File: src/rtl/lp_port_ctrl.sv
// Centronics-style printer port controller: CPU byte FIFO, timed /STROBE, BUSY/ACK handshake,
// status byte and ACK interrupt. Define LP_TIMEOUT_EN to enable the WAIT_ACK timeout.
module lp_port_ctrl #(
  parameter int DATA_W      = 8,
  parameter int FIFO_DEPTH  = 4,
  parameter int SETUP_CYC   = 4,
  parameter int STROBE_CYC  = 8,
  parameter int HOLD_CYC    = 4,
  parameter int INIT_CYC    = 16,
  parameter int ACK_TIMEOUT = 65535
) (
  input  logic              clk,
  input  logic              reset,
  input  logic [DATA_W-1:0] cpu_wdata,
  input  logic              wr_data,
  input  logic              wr_ctrl,
  input  logic              rd_status,
  output logic [7:0]        status,
  output logic              irq_n,
  output logic [DATA_W-1:0] lp_data,
  output logic              lp_strobe_n,
  output logic              lp_init_n,
  input  logic              lp_busy,
  input  logic              lp_ack_n,
  input  logic              lp_perror,
  input  logic              lp_select,
  input  logic              lp_fault_n
);

  localparam int AW      = $clog2(FIFO_DEPTH);
  localparam int MAX_A   = (SETUP_CYC > STROBE_CYC) ? SETUP_CYC : STROBE_CYC;
  localparam int MAX_B   = (HOLD_CYC > INIT_CYC) ? HOLD_CYC : INIT_CYC;
  localparam int CNT_MAX = (MAX_A > MAX_B) ? MAX_A : MAX_B;
  localparam int CNT_W   = $clog2(CNT_MAX + 1);
  localparam logic [AW:0] PTR_ONE = (AW+1)'(1);
  // Synchroniser order {busy, ack_n, perror, select, fault_n}; idle printer levels on reset.
  localparam logic [4:0] SYNC_RST = 5'b01001;

  if (FIFO_DEPTH < 2 || (FIFO_DEPTH & (FIFO_DEPTH - 1)) != 0) begin : g_bad_depth
    $error("FIFO_DEPTH must be a power of 2 and at least 2");
  end
  if (DATA_W < 4 || SETUP_CYC < 1 || STROBE_CYC < 1 || HOLD_CYC < 1 || INIT_CYC < 1 ||
      ACK_TIMEOUT < 1) begin : g_bad_param
    $error("DATA_W must be >= 4 and all cycle counts >= 1");
  end

  typedef enum logic [2:0] {
    ST_IDLE, ST_SETUP, ST_STROBE, ST_HOLD, ST_WAIT_ACK
  } state_t;

  state_t                  state, state_nxt;
  logic [4:0]              sync_q1, sync_q2;
  logic                    ack_n_d;
  logic                    busy_s, ack_n_s, perror_s, select_s, fault_n_s, ack_edge;
  logic [CNT_W-1:0]        cnt;
  logic                    ack_seen, irq_en, irq_pend, start;
  logic                    init_req, flush_req, push, empty, full;
  logic [AW:0]             wr_ptr, rd_ptr;
  logic [DATA_W-1:0]       mem [FIFO_DEPTH];

  // NOTE: clocked state uses <= everywhere so every flop samples pre-edge values.
  always_ff @(posedge clk or posedge reset) begin
    if (reset) begin
      sync_q1 <= SYNC_RST;
      sync_q2 <= SYNC_RST;
      ack_n_d <= 1'b1;
    end else begin
      sync_q1 <= {lp_busy, lp_ack_n, lp_perror, lp_select, lp_fault_n};
      sync_q2 <= sync_q1;
      ack_n_d <= sync_q2[3];
    end
  end

  assign {busy_s, ack_n_s, perror_s, select_s, fault_n_s} = sync_q2;
  assign ack_edge  = ack_n_d & ~ack_n_s;

  assign init_req  = wr_ctrl & cpu_wdata[1];
  assign flush_req = wr_ctrl & (cpu_wdata[1] | cpu_wdata[2]);

  assign empty = (wr_ptr == rd_ptr);
  assign full  = (wr_ptr[AW] != rd_ptr[AW]) && (wr_ptr[AW-1:0] == rd_ptr[AW-1:0]);
  // A full FIFO still accepts the byte when the head is popped in the same cycle.
  assign push  = wr_data && (!full || start) && !flush_req;

  always_ff @(posedge clk or posedge reset) begin
    if (reset) begin
      wr_ptr <= '0;
      rd_ptr <= '0;
    end else if (flush_req) begin
      wr_ptr <= '0;
      rd_ptr <= '0;
    end else begin
      if (push)  wr_ptr <= wr_ptr + PTR_ONE;
      if (start) rd_ptr <= rd_ptr + PTR_ONE;
    end
  end

  // NOTE: storage has no reset; the pointers alone define what is valid.
  always_ff @(posedge clk) begin
    if (push) mem[wr_ptr[AW-1:0]] <= cpu_wdata;
  end

`ifdef LP_TIMEOUT_EN
  localparam int TO_W = $clog2(ACK_TIMEOUT + 1);
  logic [TO_W-1:0] to_cnt;
  logic            to_hit, timeout;
`endif

  // NOTE: every output of this block gets a default first, so no latch is inferred.
  always_comb begin
    state_nxt = state;
    start     = 1'b0;
`ifdef LP_TIMEOUT_EN
    to_hit    = 1'b0;
`endif
    case (state)
      ST_IDLE: begin
        if (!empty && !busy_s && lp_init_n && !init_req) begin
          start     = 1'b1;
          state_nxt = ST_SETUP;
        end
      end
      ST_SETUP:  if (cnt == '0) state_nxt = ST_STROBE;
      ST_STROBE: if (cnt == '0) state_nxt = ST_HOLD;
      ST_HOLD:   if (cnt == '0) state_nxt = ST_WAIT_ACK;
      ST_WAIT_ACK: begin
        if (ack_edge || ack_seen) begin
          state_nxt = ST_IDLE;
        end
`ifdef LP_TIMEOUT_EN
        else if (to_cnt == TO_W'(ACK_TIMEOUT - 1)) begin
          to_hit    = 1'b1;
          state_nxt = ST_IDLE;
        end
`endif
      end
      default: state_nxt = ST_IDLE;
    endcase
    if (init_req) state_nxt = ST_IDLE;
  end

  // The shared counter times the transfer phases, or the /INIT pulse while the FSM idles.
  always_ff @(posedge clk or posedge reset) begin
    if (reset) begin
      state       <= ST_IDLE;
      cnt         <= '0;
      lp_strobe_n <= 1'b1;
      lp_init_n   <= 1'b1;
      lp_data     <= '0;
    end else begin
      state       <= state_nxt;
      lp_strobe_n <= (state_nxt != ST_STROBE);
      if (start) lp_data <= mem[rd_ptr[AW-1:0]];
      if (init_req) begin
        cnt <= CNT_W'(INIT_CYC - 1);
      end else if (state_nxt != state) begin
        case (state_nxt)
          ST_SETUP:  cnt <= CNT_W'(SETUP_CYC - 1);
          ST_STROBE: cnt <= CNT_W'(STROBE_CYC - 1);
          ST_HOLD:   cnt <= CNT_W'(HOLD_CYC - 1);
          default:   cnt <= cnt;
        endcase
      end else if (cnt != '0) begin
        cnt <= cnt - 1'b1;
      end
      if (init_req)                        lp_init_n <= 1'b0;
      else if (!lp_init_n && cnt == '0)    lp_init_n <= 1'b1;
    end
  end

  // An early ACK during the strobe sequence is remembered until WAIT_ACK consumes it.
  always_ff @(posedge clk or posedge reset) begin
    if (reset) begin
      ack_seen <= 1'b0;
      irq_en   <= 1'b0;
      irq_pend <= 1'b0;
    end else begin
      if (state == ST_IDLE || state == ST_WAIT_ACK) ack_seen <= 1'b0;
      else if (ack_edge)                             ack_seen <= 1'b1;
      if (wr_ctrl) irq_en <= cpu_wdata[0];
      if (ack_edge && irq_en) irq_pend <= 1'b1;
      else if (rd_status)     irq_pend <= 1'b0;
    end
  end

`ifdef LP_TIMEOUT_EN
  always_ff @(posedge clk or posedge reset) begin
    if (reset) begin
      to_cnt  <= '0;
      timeout <= 1'b0;
    end else begin
      to_cnt <= (state == ST_WAIT_ACK) ? to_cnt + 1'b1 : '0;
      if (to_hit)                       timeout <= 1'b1;
      else if (wr_ctrl && cpu_wdata[3]) timeout <= 1'b0;
    end
  end
  assign status = {irq_pend, ~fault_n_s | timeout, select_s, perror_s, busy_s,
                   state != ST_IDLE, full, empty};
`else
  assign status = {irq_pend, ~fault_n_s, select_s, perror_s, busy_s,
                   state != ST_IDLE, full, empty};
`endif

  assign irq_n = ~irq_pend;

endmodule

File: config.mk
export PLATFORM = sky130hd
export DESIGN_NAME = lp_port_ctrl
export DESIGN_NICKNAME = d
export VERILOG_FILES = /design/src/rtl/lp_port_ctrl.sv
export SDC_FILE = /design/constraint.sdc
export NUM_CORES = 1
export LEC_CHECK = 0
export BUFFER_PORTS_ARGS = -buffer_cell sky130_fd_sc_hd__buf_2
export CORE_AREA = 2 2 91 93
export CTS_CLUSTER_DIAMETER = 30
export DETAILED_ROUTE_END_ITERATION = 10
export DIE_AREA = 0 0 93 95
export HOLD_SLACK_MARGIN = 0.02
export SYNTH_ARGS = -nofsm -noshare
export SYNTH_HDL_FRONTEND = slang
export SYNTH_SLANG_ARGS = --single-unit
File: constraint.sdc
create_clock -name clk -period 3.3 [get_ports clk]
set_clock_uncertainty 0.2 [all_clocks]
set_input_delay 0.66 -clock clk [delete_from_list [all_inputs] [get_ports clk]]
set_output_delay 0.66 -clock clk [all_outputs]
set_load 0.005 [all_outputs]
=== After elaboration in Yosys (flattened, before gate mapping) ===
Memory sizes are Yosys's and may differ from the RTL's. A register that Yosys moved wholly into a read port is not among the register bits.
Index checks and enable logic that the tools add are counted.

* Logic and storage cells: 90
* Memories: 1
* Register bits: 30
* Output and inout bits: 19
* Bits of input ports: 18
* RAM bits: 32

{| class="wikitable"
|+ Memories
! memory !! words !! width !! rd ports !! clocked after Yosys merged registers in !! wr ports !! line !! text
|-
| mem || 4 || 8 || 1 || 1 || 1 || 59 || <nowiki>logic [DATA_W-1:0] mem [FIFO_DEPTH];</nowiki>
|}

* Reduce and logical (&&, ||, !) cells: 29
* Equality and inequality tests: 13
* Add/subtract/negate cells: 3
* Bitwise operators: 7
* Multiplexer cells: 25

{| class="wikitable"
|+ Operator list
! kind !! count
|-
| 2-to-1 mux 3 bit || 10
|-
| 2-to-1 mux 5 bit || 3
|-
| case mux 3 bit (5 select lines) || 1
|-
| equality test 3 x 2 -> 1 bit, second input constant || 4
|-
| 2-to-1 mux 1 bit || 10
|-
| case mux 5 bit (2 select lines) || 1
|-
| nonzero test 2 bit || 5
|-
| logical AND 1 bit || 8
|-
| adder 3 x 1 -> 3 bit, second input constant || 2
|-
| equality test 3 x 1 -> 1 bit, second input constant || 2
|-
| zero test 1 bit || 6
|-
| nonzero test 3 bit || 2
|-
| zero test 5 bit || 1
|-
| nonzero test 5 bit || 1
|-
| subtractor 5 x 1 -> 5 bit, second input constant || 1
|-
| inequality test 4 x 3 -> 1 bit, second input constant || 1
|-
| bitwise AND 1 bit || 3
|-
| equality test 3 bit || 1
|-
| equality test 3 bit, second input constant || 1
|-
| zero test 3 bit || 1
|-
| logical OR 1 bit || 3
|-
| inequality test 3 x 2 -> 1 bit, second input constant || 1
|-
| inequality test 3 bit || 1
|-
| inverter 1 bit || 3
|-
| other kinds (5) || 5
|}

=== Depth between registers and ports, before layout ===
* Depth after elaboration: 13
* Depth in mapped cells: 8
* Gate-level depth less buffers: 7

=== Least setup slack after synthesis ===
No wires, ideal clock.

* Path type: reg2reg
* Start: register state[0]
* End: memory mem[3][0], enable pin
* Arrival: 1.916 ns
* Clock period less this slack: 2.448 ns
* Setup slack: 0.852 ns
* Data required time: 2.768 ns
* Path buffers: 1
* Cell stages (with the launch flop): 7
* Cells stage by stage: dfrtp_1 > clkbuf_1 > or4b_2 > o2111ai_1 > nand2_1 > nor2_1 > and2_1

* Cells in the longest elaborated chain, start to end: 7

{| class="wikitable"
|+ RTL lines
! element !! line !! text
|-
| start, declared || 51 || <nowiki>state_t state, state_nxt;</nowiki>
|-
| start signal, assigned || 151 || <nowiki>state <= state_nxt;</nowiki>
|-
| zero test 3 bit || 116 || <nowiki>case (state)</nowiki>
|-
| 2-to-1 mux 1 bit || 116 ||
|-
| logical OR 1 bit || 83 || <nowiki>assign push = wr_data && (!full || start) && !flush_req;</nowiki>
|-
| logical AND 1 bit (2 in a row) || 83 ||
|-
| 2-to-1 mux 1 bit || 100 || <nowiki>if (push) mem[wr_ptr[AW-1:0]] <= cpu_wdata;</nowiki>
|-
| 2-to-1 mux 1 bit (not written as such) || 100 ||
|-
| end, declared || 59 ||
|}

No other way between the ends.

=== Worst setup path after layout ===
* Start: register lp_init_n
* End: memory mem[0][0], enable pin

* Cells in the longest elaborated chain, start to end: 9

{| class="wikitable"
|+ RTL lines
! element !! line !! text
|-
| start, declared || 22 || <nowiki>output logic lp_init_n,</nowiki>
|-
| start signal, assigned || 148 || <nowiki>lp_init_n <= 1'b1;</nowiki>
|-
| start signal, assigned || 166 || <nowiki>if (init_req) lp_init_n <= 1'b0;</nowiki>
|-
| start signal, assigned || 167 || <nowiki>else if (!lp_init_n && cnt == '0) lp_init_n <= 1'b1;</nowiki>
|-
| logical AND 1 bit (2 in a row) || 118 || <nowiki>if (!empty && !busy_s && lp_init_n && !init_req) begin</nowiki>
|-
| 2-to-1 mux 1 bit || 118 ||
|-
| 2-to-1 mux 1 bit || 116 ||
|-
| logical OR 1 bit || 83 ||
|-
| logical AND 1 bit (2 in a row) || 83 ||
|-
| 2-to-1 mux 1 bit || 100 ||
|-
| 2-to-1 mux 1 bit (not written as such) || 100 ||
|}

No other way between the ends.

==> results.rst <==
.. list-table::
   :header-rows: 1

   * - Metric
     - Value
   * - Portion of total power attributed to sequential cells
     - 0.477
   * - Critical-path cell list
     - or4b_2, o2111ai_1, nand2_1, nor2_1, and2_1
   * - Most used flip-flop cell after synthesis
     - sky130_fd_sc_hd__edfxtp_1
   * - Largest area contributor in the netlist
     - sky130_fd_sc_hd__edfxtp_1
   * - Biggest cell delay along the critical path
     - 590 ps
   * - Maximum number of pins on one net before global-route repair
     - 39
   * - Standard-cell row count
     - 33
   * - Class of the most critical hold timing path
     - reg2reg
   * - Adder-cell share of the synthesized area
     - 0.0283
   * - Combined area of all synthesized cells
     - 0.00309 sq mm
   * - Number of vias per cell
     - 4.96
   * - Count of max-cap constraint violations
     - 0
   * - Number of diodes
     - 0
   * - Detailed-route wire length
     - 5630 um
   * - Fraction of power consumed by the clock network
     - 0.319
   * - P&R area growth vs syn
     - 16.8%
   * - Number of failing setup endpoints in the final timing report
     - 0
   * - TritonCTS clock tree
     - done
   * - Gp weighted congestion
     - 0.819
   * - Library cell with the highest instance count after synthesis
     - sky130_fd_sc_hd__edfxtp_1
   * - Remaining number of nets flagged by the antenna check after routing
     - 0
   * - Cts hold-fix bufs
     - 0
   * - Residual DRC
     - 0
   * - Largest family of logic cells by synthesized area
     - multiplexers
   * - Static leakage
     - 1.48 nW
   * - Number of global-route vias before repair
     - 1,780
   * - Final-report hold violation count
     - 0
   * - Fraction of synthesized area in multiplexers
     - 0.101
   * - Clk sink count
     - 70
   * - Switching power share of the total
     - 0.269
   * - DR vias
     - 1,832
   * - Largest vdd supply drop
     - 210 uV
   * - Xor and xnor fraction of the mapped netlist area
     - 0.0340
   * - Yosys top cell area share
     - 0.311
   * - Highest-delay cell along the critical path
     - sky130_fd_sc_hd__or4b_2
   * - Half-perimeter wire length after detailed placement
     - 3840 um
   * - Kind of critical path
     - reg2reg
   * - Most common library cells after synthesis
     - 32 x sky130_fd_sc_hd__edfxtp_1, 31 x sky130_fd_sc_hd__dfrtp_1, 15 x sky130_fd_sc_hd__nor2_1, 10 x sky130_fd_sc_hd__inv_1, 9 x sky130_fd_sc_hd__mux2_2
   * - I/O Pins
     - 37
   * - First-pass GRT wire length
     - 9200 um
   * - Clock transition time at the flip-flop clock pins of the worst setup and hold paths
     - 70 ps
   * - Simple-gate area share of the yosys netlist
     - 0.0907
   * - Post-layout min period
     - 2650 ps
   * - Starting DRC count in detailed routing
     - 121
   * - Starting density of the core
     - 0.390
   * - Internal power summed over all cells
     - 1.74 mW
   * - CORE AREA
     - 0.00793 sq mm
   * - Status
     - completed
   * - Achievable frequency
     - 378 MHz
   * - Syn Nets
     - 243
   * - Post-synthesis register bit count
     - 70
   * - Post-CTS setup buffer count
     - 0
   * - Synth top area cells
     - sky130_fd_sc_hd__edfxtp_1 31%, sky130_fd_sc_hd__dfrtp_1 25%, sky130_fd_sc_hd__dfstp_2 6.0%
   * - Count of nets after finishing
     - 284
   * - Root buffer selected by CTS
     - sky130_fd_sc_hd__clkbuf_8
   * - Net switching power
     - 641 uW
   * - Full die area
     - 0.00884 sq mm
   * - Transition time at the pin with the least slew margin
     - 517 ps
   * - Pre-Repair DR Iteration Count
     - 4
   * - CP max FO
     - 8
   * - Type of destination of the critical path
     - flip-flop
   * - Fraction of the yosys area taken by sequential cells
     - 0.621
   * - Wire length per cell
     - 15.2 um
   * - Post-synthesis cell type count
     - 52
   * - RSZ-0062 raised after global routing
     - false
   * - Number of enable-type register cells in the synthesized netlist
     - 32
   * - Width of the die
     - 93 um
   * - Comb pwr share
     - 0.204
   * - Critical Path RT
     - 3090 ps
   * - Number of buffers created by CTS
     - 9
   * - Antenna violations before repair
     - 0
   * - Overall fraction of global-route tracks in use
     - 0.139
   * - Deepest level of the CTS H-tree
     - 3
   * - Post-placement worst setup slack
     - 633 ps
   * - Average instance area after synthesis
     - 14.2 sq um
   * - Buffer depth of the longest clock path
     - 2
   * - Final TNS setup
     - 0 ps
   * - Compound-cell area share of the yosys netlist
     - 0.0879
   * - Height of the die
     - 95 um
   * - Number of warnings reported in the yosys synthesis log
     - 0
   * - Count of cells resized by post-cts repair
     - 0
   * - IO Port Bufs
     - 36
   * - Clock latency reported for the late side of the worst-skew pair
     - 340 ps
   * - Async SR Flop Fraction
     - 0.543
   * - Final period utilization
     - 0.802
   * - Power per Cell Area
     - 660 mW/mm^2
   * - Slew HR
     - 0.651
   * - Final Slew Violations
     - 0
   * - Post-route worst setup slack
     - 653 ps
   * - Arrival time of the worst setup path
     - 2440 ps
   * - Grt ovf
     - 0
   * - Post-synthesis cell count
     - 218
   * - Kind of launch point of the worst setup path
     - flip-flop
   * - Fraction of layout cells with a size suffix above 1
     - 0.352
logic make-up after synthesis:
logic type	after synthesis
xor gates and xnor gates	12
DFF	70
buffers and inverters	24
muxes	20
adders and majority gates	7
and+or+nand+nor	48
AOI/OAI and AO/OA	37
critical path, delay by kind of cell, from the launching register on:
family | cells | cell delay (ps)
flops | 1 | 550
compound gates | 1 | 240
simple gates | 4 | 1320
flip-flops by register name, summed over array words and instances (netlist names), 3 cells and up:
signal	cells
sync_q2	5
mem	32
sync_q1	5
wr_ptr	3
rd_ptr	3
cnt	5
lp_data	8
state	3
final cells by class:
class / count / area, sq um
Clock inverter: 6 / 85.1
Timing Repair Buffer: 44 / 240
Clock buffer: 10 / 138
Inverter: 10 / 37.5
Tap cell: 105 / 131
Fill cell: 735 / 4320
Multi-Input combinational cell: 124 / 1060
Sequential cell: 70 / 1920
path summary, 6_finish.rpt:
kind | from | endpoint | slack (ps) | depth (start not counted)
setup / recovery | lp_init_n | mem[0][0] | 650 | 5
hold / removal | sync_q1[4] | sync_q2[4] | 150 | 0
setup reg to reg | lp_init_n | mem[0][0] | 650 | 5
hold reg to reg | sync_q1[4] | sync_q2[4] | 150 | 0
max in group asynchronous | reset | lp_init_n | 2280 | 3
min in group asynchronous | reset | lp_data[5] | 240 | 3
power groups by stage:
stage / sequential (mW) / combinational (mW) / clock (mW)
4_1_cts: 1.14 / 0.496 / 0.784
6_report: 1.14 / 0.487 / 0.760
5_1_grt: 1.15 / 0.552 / 0.825
3_3_place_gp: 1.15 / 0.488 / 0
2_1_floorplan: 1.14 / 0.340 / 0
3_5_place_dp: 1.15 / 0.495 / 0
through the flow:
| stage | util | std cells | hold WS, ps | power, mW | cell area [sq um] |
|---|---|---|---|---|---|
| after CTS | 0.455 | 369 | 153 | 2.42 | 3610 |
| after detailed placement | 0.427 | 353 | 136 | 1.65 | 3390 |
| after global placement | 0.427 | 353 | 134 | 1.63 | 3390 |
| after floorplan | - | 218 | 131 | 1.48 | 3090 |
| after global routing | 0.455 | 369 | 160 | 2.53 | 3610 |
| final | 0.455 | 369 | 150 | 2.38 | 3610 |
placed cells by master (no fill, tap or decap), types with 2 or more instances in the layout:
cell type,instances
sky130_fd_sc_hd__buf_2,36
sky130_fd_sc_hd__o22ai_1,2
sky130_fd_sc_hd__nor2b_1,4
sky130_fd_sc_hd__a21oi_1,8
sky130_fd_sc_hd__edfxtp_1,32
sky130_fd_sc_hd__or2_2,2
sky130_fd_sc_hd__o21a_1,4
sky130_fd_sc_hd__ha_1,7
sky130_fd_sc_hd__dfstp_2,7
sky130_fd_sc_hd__mux2_2,9
sky130_fd_sc_hd__nand2_1,7
sky130_fd_sc_hd__mux4_2,8
sky130_fd_sc_hd__nor2_1,15
sky130_fd_sc_hd__mux2i_1,3
sky130_fd_sc_hd__o2111ai_1,2
sky130_fd_sc_hd__nor3_1,2
sky130_fd_sc_hd__o32ai_1,2
sky130_fd_sc_hd__dfrtp_1,31
sky130_fd_sc_hd__a21o_1,2
sky130_fd_sc_hd__clkbuf_8,10
sky130_fd_sc_hd__o211ai_1,3
sky130_fd_sc_hd__o22a_1,2
sky130_fd_sc_hd__xnor2_1,5
sky130_fd_sc_hd__buf_4,8
sky130_fd_sc_hd__o21ai_0,3
sky130_fd_sc_hd__bufinv_16,2
sky130_fd_sc_hd__inv_1,10
sky130_fd_sc_hd__xor2_1,7
sky130_fd_sc_hd__and2_1,4
sky130_fd_sc_hd__clkinv_2,2
sky130_fd_sc_hd__clkinvlp_4,2
per-layer routing:
metal / global-route usage / wire length (um)
met5: 0 / 0
met4: 0.0527 / 61
met3: 0.0431 / 289
met2: 0.204 / 2590
met1: 0.195 / 2680
Power figures use the tool's default switching activity.
